**src/rtl/result_send_pkg.sv**
```systemverilog
// Shared types and constants for the result frame sender: state encoding,
// frame geometry and the snapshot record captured on a start edge.
package result_send_pkg;

    localparam int unsigned FRAME_LEN      = 5;
    localparam logic [7:0]  DEFAULT_HEADER = 8'hA5;

    typedef logic [2:0] byte_idx_t;

    localparam byte_idx_t LAST_IDX = byte_idx_t'(FRAME_LEN - 1);

    // Fixed encodings kept so existing state-decode logic elsewhere still matches
    localparam logic [1:0] ST_IDLE = 2'd0;
    localparam logic [1:0] ST_SEND = 2'd1;
    localparam logic [1:0] ST_GAP  = 2'd2;
    localparam logic [1:0] ST_DONE = 2'd3;

    typedef enum logic [1:0] {
        IDLE = ST_IDLE,
        SEND = ST_SEND,
        GAP  = ST_GAP,
        DONE = ST_DONE
    } state_t;

    typedef struct packed {
        logic [3:0] id1;
        logic [3:0] id2;
        logic [3:0] id3;
        logic [3:0] id4;
        logic [3:0] size;
        logic       astig;
    } snap_t;

endpackage

```
**src/rtl/result_send_ctrl_if.sv**
```systemverilog
// Byte-wide valid/ready link from the result sender to the serial transmitter.
interface result_send_ctrl_if;

    logic [7:0] o_tx_data;
    logic       o_tx_valid;
    logic       i_tx_ready;

    modport master (
        output o_tx_data,
        output o_tx_valid,
        input  i_tx_ready
    );

    modport slave (
        input  o_tx_data,
        input  o_tx_valid,
        output i_tx_ready
    );

endinterface

```
**src/rtl/result_frame_pack.sv**
```systemverilog
// Combinational frame formatter: maps the captured result fields and a byte
// index onto the outgoing frame byte, including the trailing XOR checksum.
module result_frame_pack
    import result_send_pkg::*;
#(
    parameter logic [7:0] HEADER = DEFAULT_HEADER
) (
    input  snap_t      snap,
    input  byte_idx_t  idx,
    output logic [7:0] frame_byte
);

    logic [7:0] b_id_hi;
    logic [7:0] b_id_lo;
    logic [7:0] b_result;
    logic [7:0] b_check;

    always_comb begin
        b_id_hi  = {snap.id1, snap.id2};
        b_id_lo  = {snap.id3, snap.id4};
        b_result = {snap.size, 3'b000, snap.astig};
        b_check  = HEADER ^ b_id_hi ^ b_id_lo ^ b_result;

        frame_byte = '0;
        unique case (idx)
            3'd0:    frame_byte = HEADER;
            3'd1:    frame_byte = b_id_hi;
            3'd2:    frame_byte = b_id_lo;
            3'd3:    frame_byte = b_result;
            3'd4:    frame_byte = b_check;
            default: frame_byte = '0;
        endcase
    end

endmodule

```
**src/rtl/result_send_ctrl.sv**
```systemverilog
// Result frame sender: captures one vision-test result on a start rising edge
// and streams it as a 5-byte frame over the tx valid/ready link.
module result_send_ctrl
    import result_send_pkg::*;
#(
    parameter logic [7:0]  HEADER     = DEFAULT_HEADER,
    parameter int unsigned GAP_CYCLES = 0
) (
    input  logic               i_clk,
    input  logic               i_rst,
    input  logic [3:0]         i_ID1,
    input  logic [3:0]         i_ID2,
    input  logic [3:0]         i_ID3,
    input  logic [3:0]         i_ID4,
    input  logic [3:0]         i_size,
    input  logic               i_astigmatism_result,
    input  logic               i_start_to_send,
    result_send_ctrl_if.master tx,
    output logic               o_busy,
    output logic               o_done,
    output logic [7:0]         o_frame_cnt
);

    localparam int unsigned    GW       = (GAP_CYCLES > 1) ? $clog2(GAP_CYCLES) : 1;
    localparam logic [GW-1:0]  GAP_LAST = GW'((GAP_CYCLES == 0) ? 0 : GAP_CYCLES - 1);

    state_t          state;
    snap_t           snap;
    byte_idx_t       idx;
    logic [GW-1:0]   gap_cnt;
    logic            start_q;
    logic            start_edge;
    logic [7:0]      cur_byte;

    assign start_edge = i_start_to_send & ~start_q;

    result_frame_pack #(
        .HEADER (HEADER)
    ) u_pack (
        .snap       (snap),
        .idx        (idx),
        .frame_byte (cur_byte)
    );

    always_ff @(posedge i_clk) begin
        if (i_rst) begin
            state       <= IDLE;
            snap        <= '0;
            idx         <= '0;
            gap_cnt     <= '0;
            start_q     <= 1'b0;
            o_frame_cnt <= '0;
        end else begin
            start_q <= i_start_to_send;
            unique case (state)
                IDLE: begin
                    if (start_edge) begin
                        snap  <= '{id1: i_ID1, id2: i_ID2, id3: i_ID3, id4: i_ID4,
                                   size: i_size, astig: i_astigmatism_result};
                        idx   <= '0;
                        state <= SEND;
                    end
                end
                SEND: begin
                    if (tx.i_tx_ready) begin
                        // Count on entry to DONE so the new total is visible with o_done
                        if (idx == LAST_IDX) begin
                            o_frame_cnt <= o_frame_cnt + 8'd1;
                            state       <= DONE;
                        end else begin
                            idx     <= idx + 3'd1;
                            gap_cnt <= '0;
                            state   <= (GAP_CYCLES == 0) ? SEND : GAP;
                        end
                    end
                end
                GAP: begin
                    if (gap_cnt == GAP_LAST) begin
                        state <= SEND;
                    end else begin
                        gap_cnt <= gap_cnt + GW'(1);
                    end
                end
                DONE: begin
                    state <= IDLE;
                end
                default: state <= IDLE;
            endcase
        end
    end

    assign tx.o_tx_valid = (state == SEND);
    assign tx.o_tx_data  = (state == SEND) ? cur_byte : '0;
    assign o_busy        = (state == SEND) || (state == GAP);
    assign o_done        = (state == DONE);

endmodule

```
**src/flat_wrapper.sv**
```systemverilog
// flat-port wrapper written by rule: the top's interface ports become plain ports
module result_send_ctrl_flat import result_send_pkg::*;
#(
    parameter logic [7:0]  HEADER     = DEFAULT_HEADER,
    parameter int unsigned GAP_CYCLES = 0
)
  (i_clk, i_rst, i_ID1, i_ID2, i_ID3, i_ID4, i_size, i_astigmatism_result, i_start_to_send, o_busy, o_done, o_frame_cnt, tx_o_tx_data, tx_o_tx_valid, tx_i_tx_ready);
  result_send_ctrl_if tx_i ();
  input  logic i_clk;
  input  logic i_rst;
  input  logic [3:0] i_ID1;
  input  logic [3:0] i_ID2;
  input  logic [3:0] i_ID3;
  input  logic [3:0] i_ID4;
  input  logic [3:0] i_size;
  input  logic i_astigmatism_result;
  input  logic i_start_to_send;
  output logic o_busy;
  output logic o_done;
  output logic [7:0] o_frame_cnt;
  output wire logic [$bits(tx_i.o_tx_data)-1:0] tx_o_tx_data;
  output wire logic [$bits(tx_i.o_tx_valid)-1:0] tx_o_tx_valid;
  input wire logic [$bits(tx_i.i_tx_ready)-1:0] tx_i_tx_ready;
  assign tx_o_tx_data = tx_i.o_tx_data;
  assign tx_o_tx_valid = tx_i.o_tx_valid;
  assign tx_i.i_tx_ready = tx_i_tx_ready;
  result_send_ctrl #(.HEADER(HEADER), .GAP_CYCLES(GAP_CYCLES)) u_core (.i_clk(i_clk), .i_rst(i_rst), .i_ID1(i_ID1), .i_ID2(i_ID2), .i_ID3(i_ID3), .i_ID4(i_ID4), .i_size(i_size), .i_astigmatism_result(i_astigmatism_result), .i_start_to_send(i_start_to_send), .tx(tx_i), .o_busy(o_busy), .o_done(o_done), .o_frame_cnt(o_frame_cnt));
endmodule
```
**config.mk**
```make
export PLATFORM = sky130hd
export DESIGN_NAME = result_send_ctrl_flat
export DESIGN_NICKNAME = d
export VERILOG_FILES = /design/src/rtl/result_send_pkg.sv /design/src/rtl/result_send_ctrl_if.sv /design/src/rtl/result_frame_pack.sv /design/src/rtl/result_send_ctrl.sv /design/src/flat_wrapper.sv
export SDC_FILE = /design/constraint.sdc
export NUM_CORES = 1
export LEC_CHECK = 0
export BUFFER_PORTS_ARGS = -buffer_cell sky130_fd_sc_hd__clkbuf_2
export CORE_UTILIZATION = 35
export CTS_CLUSTER_DIAMETER = 60
export DETAILED_ROUTE_END_ITERATION = 8
export RECOVER_POWER = 25
export SYNTH_ARGS = -nofsm -noshare
export SYNTH_HDL_FRONTEND = slang
export SYNTH_HIERARCHICAL = 1
export SYNTH_SLANG_ARGS = --single-unit
```
**constraint.sdc**
```tcl
create_clock -name i_clk -period 1.45 [get_ports i_clk]
set_input_delay 0.145 -clock i_clk [delete_from_list [all_inputs] [get_ports i_clk]]
set_output_delay 0.145 -clock i_clk [all_outputs]
set_load 0.05 [all_outputs]
```
* After elaboration in Yosys (flattened, before gate mapping)
Cells that the tools add are included.
** Word-level totals
- Bits in registers :: 36
- Output and inout port bits :: 19
- Logic and storage cells :: 55
** Cells by class
- Add/sub/neg operators :: 3
- Equality and inequality tests :: 11
- Muxes and demuxes :: 15
- Bitwise gates (word level) :: 5
- Reductions and logical operators :: 10
** Operators by type and width (number)
- $pmux W8 S5 :: 1
- $xor A8 B8 Y8 :: 2
- $mux W3 :: 3
- $reduce_and A3 Y1 :: 3
- $add A8 B1 Y8 const B :: 1
- $mux W2 :: 4
- $mux W8 :: 1
- $pmux W2 S4 :: 1
- $eq A3 B2 Y1 const B :: 2
- $pmux W3 S2 :: 1
- $eq A2 B2 Y1 const B :: 2
- $ne A2 B1 Y1 const B :: 2
- $ne A2 B2 Y1 const B :: 2
- $not A4 Y4 :: 1
- $reduce_and A4 Y1 :: 1
- $reduce_bool A2 Y1 :: 2
- $add A3 B1 Y3 const B :: 1
- $eq A3 B1 Y1 const B :: 1
- $eq A3 B3 Y1 const B :: 1
- $logic_not A3 Y1 :: 1
- $mux W1 :: 3
- $eq A2 B1 Y1 const B :: 1
- $logic_not A2 Y1 :: 1
- $pmux W1 S2 :: 1
- 5 further kinds :: 5

* Logic depth before layout (Yosys ltp)
- Word-level depth :: 5
- Depth in mapped cells :: 7
- Gate-level depth less buffers :: 6

* By module
Netlist, hierarchy kept.
** By module, submodules not included
- result_send_ctrl :: times used 1, cells an instance 182, area each 1493.9 sq um, seq. area each 700.7 sq um
- result_frame_pack :: times used 1, cells an instance 51, area each 389.1 sq um, seq. area each 0.0 sq um

* Least setup slack after synthesis
OpenSTA, ideal clock, no wires.
- Path type :: flip-flop to flip-flop
- From :: register u_core.state[0]
- To :: register u_core.o_frame_cnt[4]
- Setup time :: 0.128 ns
- Data arrival time :: 1.660 ns
- Data required time :: 1.322 ns
- Path slack :: -0.337 ns
- Stages on the path, launching flop included :: 7
- Path buffers :: 1
- Clock period less this slack :: 1.787 ns
- Path through :: dfxtp_1 ha_1 and4_2 buf_4 nand4_1 xor2_1 nor2_1
** On the way
- Longest elaborated chain between the ends :: 2
** Ends and longest elaborated chain
- start, declared :: RTL line result_send_ctrl.sv:27 : state_t state;
- start signal, assigned :: RTL line result_send_ctrl.sv:73 : state <= (GAP_CYCLES == 0) ? SEND : GAP;
- $eq A2 B1 Y1
- via tx_o_tx_valid :: RTL line flat_wrapper.sv:22 : output wire logic [$bits(tx_i.o_tx_valid)-1:0] tx_o_tx_valid;
- $reduce_and A3 Y1 (no line)
- end signal, assigned :: RTL line result_send_ctrl.sv:68 : o_frame_cnt <= o_frame_cnt + 8'd1;
- end, declared :: RTL line result_send_ctrl.sv:21 : output logic [7:0] o_frame_cnt
The timed path passes the listed nets, and every way through them passes these cells.
A chain may end at the register's enable or synchronous reset.

* Worst setup path in the final report
- From :: register u_core.idx[1]
- To :: output tx_o_tx_data[5]
** On the way
- Longest elaborated chain between the ends :: 3
** Ends and longest elaborated chain
- start, declared :: RTL line result_send_ctrl.sv:29 : byte_idx_t idx;
- start signal, assigned :: RTL line result_send_ctrl.sv:71 : idx <= idx + 3'd1;
- $eq A3 B3 Y1, or another cell as far along :: RTL line result_frame_pack.sv:25 : unique case (idx)
- $pmux W8 S5 * :: RTL line result_frame_pack.sv:25
- via u_core.cur_byte[5] :: RTL line result_send_ctrl.sv:33 : logic [7:0] cur_byte;
- $mux W8 * :: RTL line result_send_ctrl.sv:93 : assign tx.o_tx_data = (state == SEND) ? cur_byte : '0;
- end, declared :: RTL line flat_wrapper.sv:21 : output wire logic [$bits(tx_i.o_tx_data)-1:0] tx_o_tx_data;
The timed path passes the listed nets; every way through them passes the cells marked *.

==> qor.yml <==
status: "complete, but fails checks"
violations: "setup timing"
drcViolationCount: 0
fin_cells: 370
sw_frac_of_total_pct: 26.2
cts.sinks: 35
grt_setup_unrepaired: "true"
cpMaxStageDelayCell: "dfxtp_4"
p_leak_nw: 1.12
synth-edff-count: 0
cp_slowest_stage_delay_ns: 0.36
grt_overflow: 0
initial_core_util_pct: 36.6
netlist_area_sq_um: 1880
crit_buf_inv: 2
finalWirelength_um: 4790
finalSetupViolCount: 10
place_hpwl_um: 3040
final_common_cell: "nand2_1"
start_kind: "flip-flop"
area_growth_pct: 48.8
drv_cap: 0
critPathTopFamily: "flip-flops"
pwr-share-comb_pct: 20.6
dp.cells: 355
gp_congestion: 0.747
firstDrtPassIters: 4
final.setup.tns_ns: -1.77
skew_ns: 0.00763
dieArea_sq_um: 5680
finish.utilization_pct: 54.5
fin_crit_ns: 1.71
multi_input_area_sq_um: 1240
ant_nets: 0
cts_hold_buf: 0
clock_power_share_pct: 40.1
htreeDepth: 2
cts_root_buffer: "clkbuf_8"
nFillCells: 497
post_route_cells_drive_above_1_share_pct: 39.3
register_area_sq_um: 718
netlist_top_cells_area: "dfxtp_1 (37%), nand2_1 (10%), a21oi_1 (7.7%), xnor2_1 (7.0%), ha_1 (4.7%)"
power_density_nw_per_um2: 942
synth_fp_nets: 265
power.total_mw: 2.64
path_common_cell: "and2_4"
most-common-layout-cells: "nand2_1 (51), dfxtp_1 (27), clkbuf_2 (26)"
p_sw_mw: 0.692
hold_violations: 0
placed_area_sq_um: 2350
grt_pass1_wl_um: 7090
yosysSeqAreaShare_pct: 37.2
layout.nets: 331
yosysTopAreaCell: "dfxtp_1"
synthFlopType: "dfxtp_1"
antenna_found_initial: 0
vias: 1807
drv_slew: 0
fin_hold_ws_ns: 0.0654
die_w_um: 75.4
diodes: 0
worstSetupEndpointType: "primary output"
slew_headroom_pct: 36.8
clk_pin_slew_ns: 0.08
grt_pass1_vias: 1593
synth_seq_cells: 35
rows: 26
drt-initial-drc-count: 69
vias_per_cell: 4.88
synth_cells: 233
yosysUniqueCellTypes: 45
fmax_ghz: 0.585
yosys_warnings: 6
path_class: "flip-flop to primary output"
clockBufferDepth: 2
wl_per_cell_um: 12.9
tritoncts: "done"
synthArstFlopShare_pct: 0
clkLatencyLatePin_ns: 0.29
r2r_slack_ns: -0.07
core_sq_um: 5140
vdd_drop_max_mv: 0.642
required_ns: 1.31
worstPathArrival_ns: 1.57
seqPwrFrac_pct: 39.4
p_int_mw: 1.95
synth.avg_cell_area_sq_um: 8.08
grt_usage_pct: 16.5
grt_max_degree: 22
preCtsSetupSlack_ns: -0.0962
worstPathMaxFanout: 4
tightest_slew_ns: 0.948
fin_crit_sh_pct: 118
cts_made_buffers: 5
ios: 44
design_area_sq_um: 2800
hold_class: "input port to flip-flop"
netlist.area_leader.share_pct: 37.2
path_cells: "buf_6 > and2_4 > a32oi_1 > o221ai_1 > and2_4 > clkbuf_16"
fin_ws_ns: -0.260
die_height_um: 75.4
port-buffer-count: 43
[repair_timing]
action	in CTS	in global routing
endpoints found under the setup margin	37	42
pin swaps	18	11
cloned	2	2
buffers inserted	3	0
resized for setup	51	23
[final timing paths]
check                                           from                                 end  depth (start not counted)
hold / removal                              i_ID1[1]        u_core/snap[18]$_SDFFE_PP0P_                          3
hold reg to reg   u_core/o_frame_cnt[1]$_SDFFE_PP0P_  u_core/o_frame_cnt[1]$_SDFFE_PP0P_                          2
setup reg to reg          u_core/idx[1]$_SDFFE_PP0P_  u_core/o_frame_cnt[7]$_SDFFE_PP0P_                          8
setup / recovery          u_core/idx[1]$_SDFFE_PP0P_                     tx_o_tx_data[5]                          6
[synth_stat cells (2+ instances only)]
cell and instances:
nand2_1 52, dfxtp_1 35, a21oi_1 29, xnor2_1 15, nor2_1 11, and2_1 9, ha_1 7, inv_1 6
buf_2 5, clkbuf_1 5, a211oi_1 4, o21ai_0 4, a32oi_1 3, inv_2 3, nor2b_1 3, o221ai_1 3
xor2_1 3, a31o_1 2, buf_6 2, mux2i_1 2, nand2b_1 2, nand3_1 2, nor3_1 2, nor4bb_1 2
o22ai_1 2
[cell type report]
type,count,share of cell area (%)
Tap cell,70,3.13
Timing Repair Buffer,71,21.0
Clock inverter,2,2.14
Multi-Input combinational cell,177,44.1
Sequential cell,35,25.6
Inverter,9,1.38
Clock buffer,6,2.59
[power by group through the flow]
| stage | Clock [mW] | Sequential [mW] | Combinational (mW) |
|---|---|---|---|
| global route | 1.12 | 1.04 | 0.580 |
| floorplan | 0 | 1.06 | 0.298 |
| global placement | 0 | 1.06 | 0.411 |
| CTS | 1.07 | 1.04 | 0.499 |
| detailed placement | 0 | 1.06 | 0.412 |
| finish | 1.06 | 1.04 | 0.542 |
[worst min-delay path, cell delays in order]
cell	delay (ns)
clkbuf_2	0.08
nand2_1	0.04
a21oi_1	0.05
[routing by layer]
metal | up-vias | wire length [um] | track usage (%)
met3 | 6 | 124 | 3.70
li1 | 929 | - | -
met1 | 846 | 2240 | 21.6
met5 | - | 0 | 0
met2 | 26 | 2350 | 26.7
met4 | 0 | 76 | 5.76
[sequential cells by signal, indices dropped and copies added (netlist names)]
name                count
u_core/snap            21
u_core/start_q          1
u_core/state            2
u_core/idx              3
u_core/o_frame_cnt      8
[logic make-up (layout without fill, tap and decap cells)]
| logic type | after synthesis | in the layout | synth area share (%) |
|---|---|---|---|
| XOR/XNOR | 18 | 18 | 8.37 |
| adder cells (fa/ha/maj) | 7 | 7 | 4.65 |
| AO/OA/AOI/OAI | 54 | 54 | 17.7 |
| flip-flops | 35 | 35 | 37.2 |
| AND/OR/NAND/NOR | 95 | 96 | 25.2 |
| buffers and inverters | 22 | 88 | 5.71 |
| multiplexers | 2 | 2 | 1.06 |
Power figures use the tool's default switching activity.
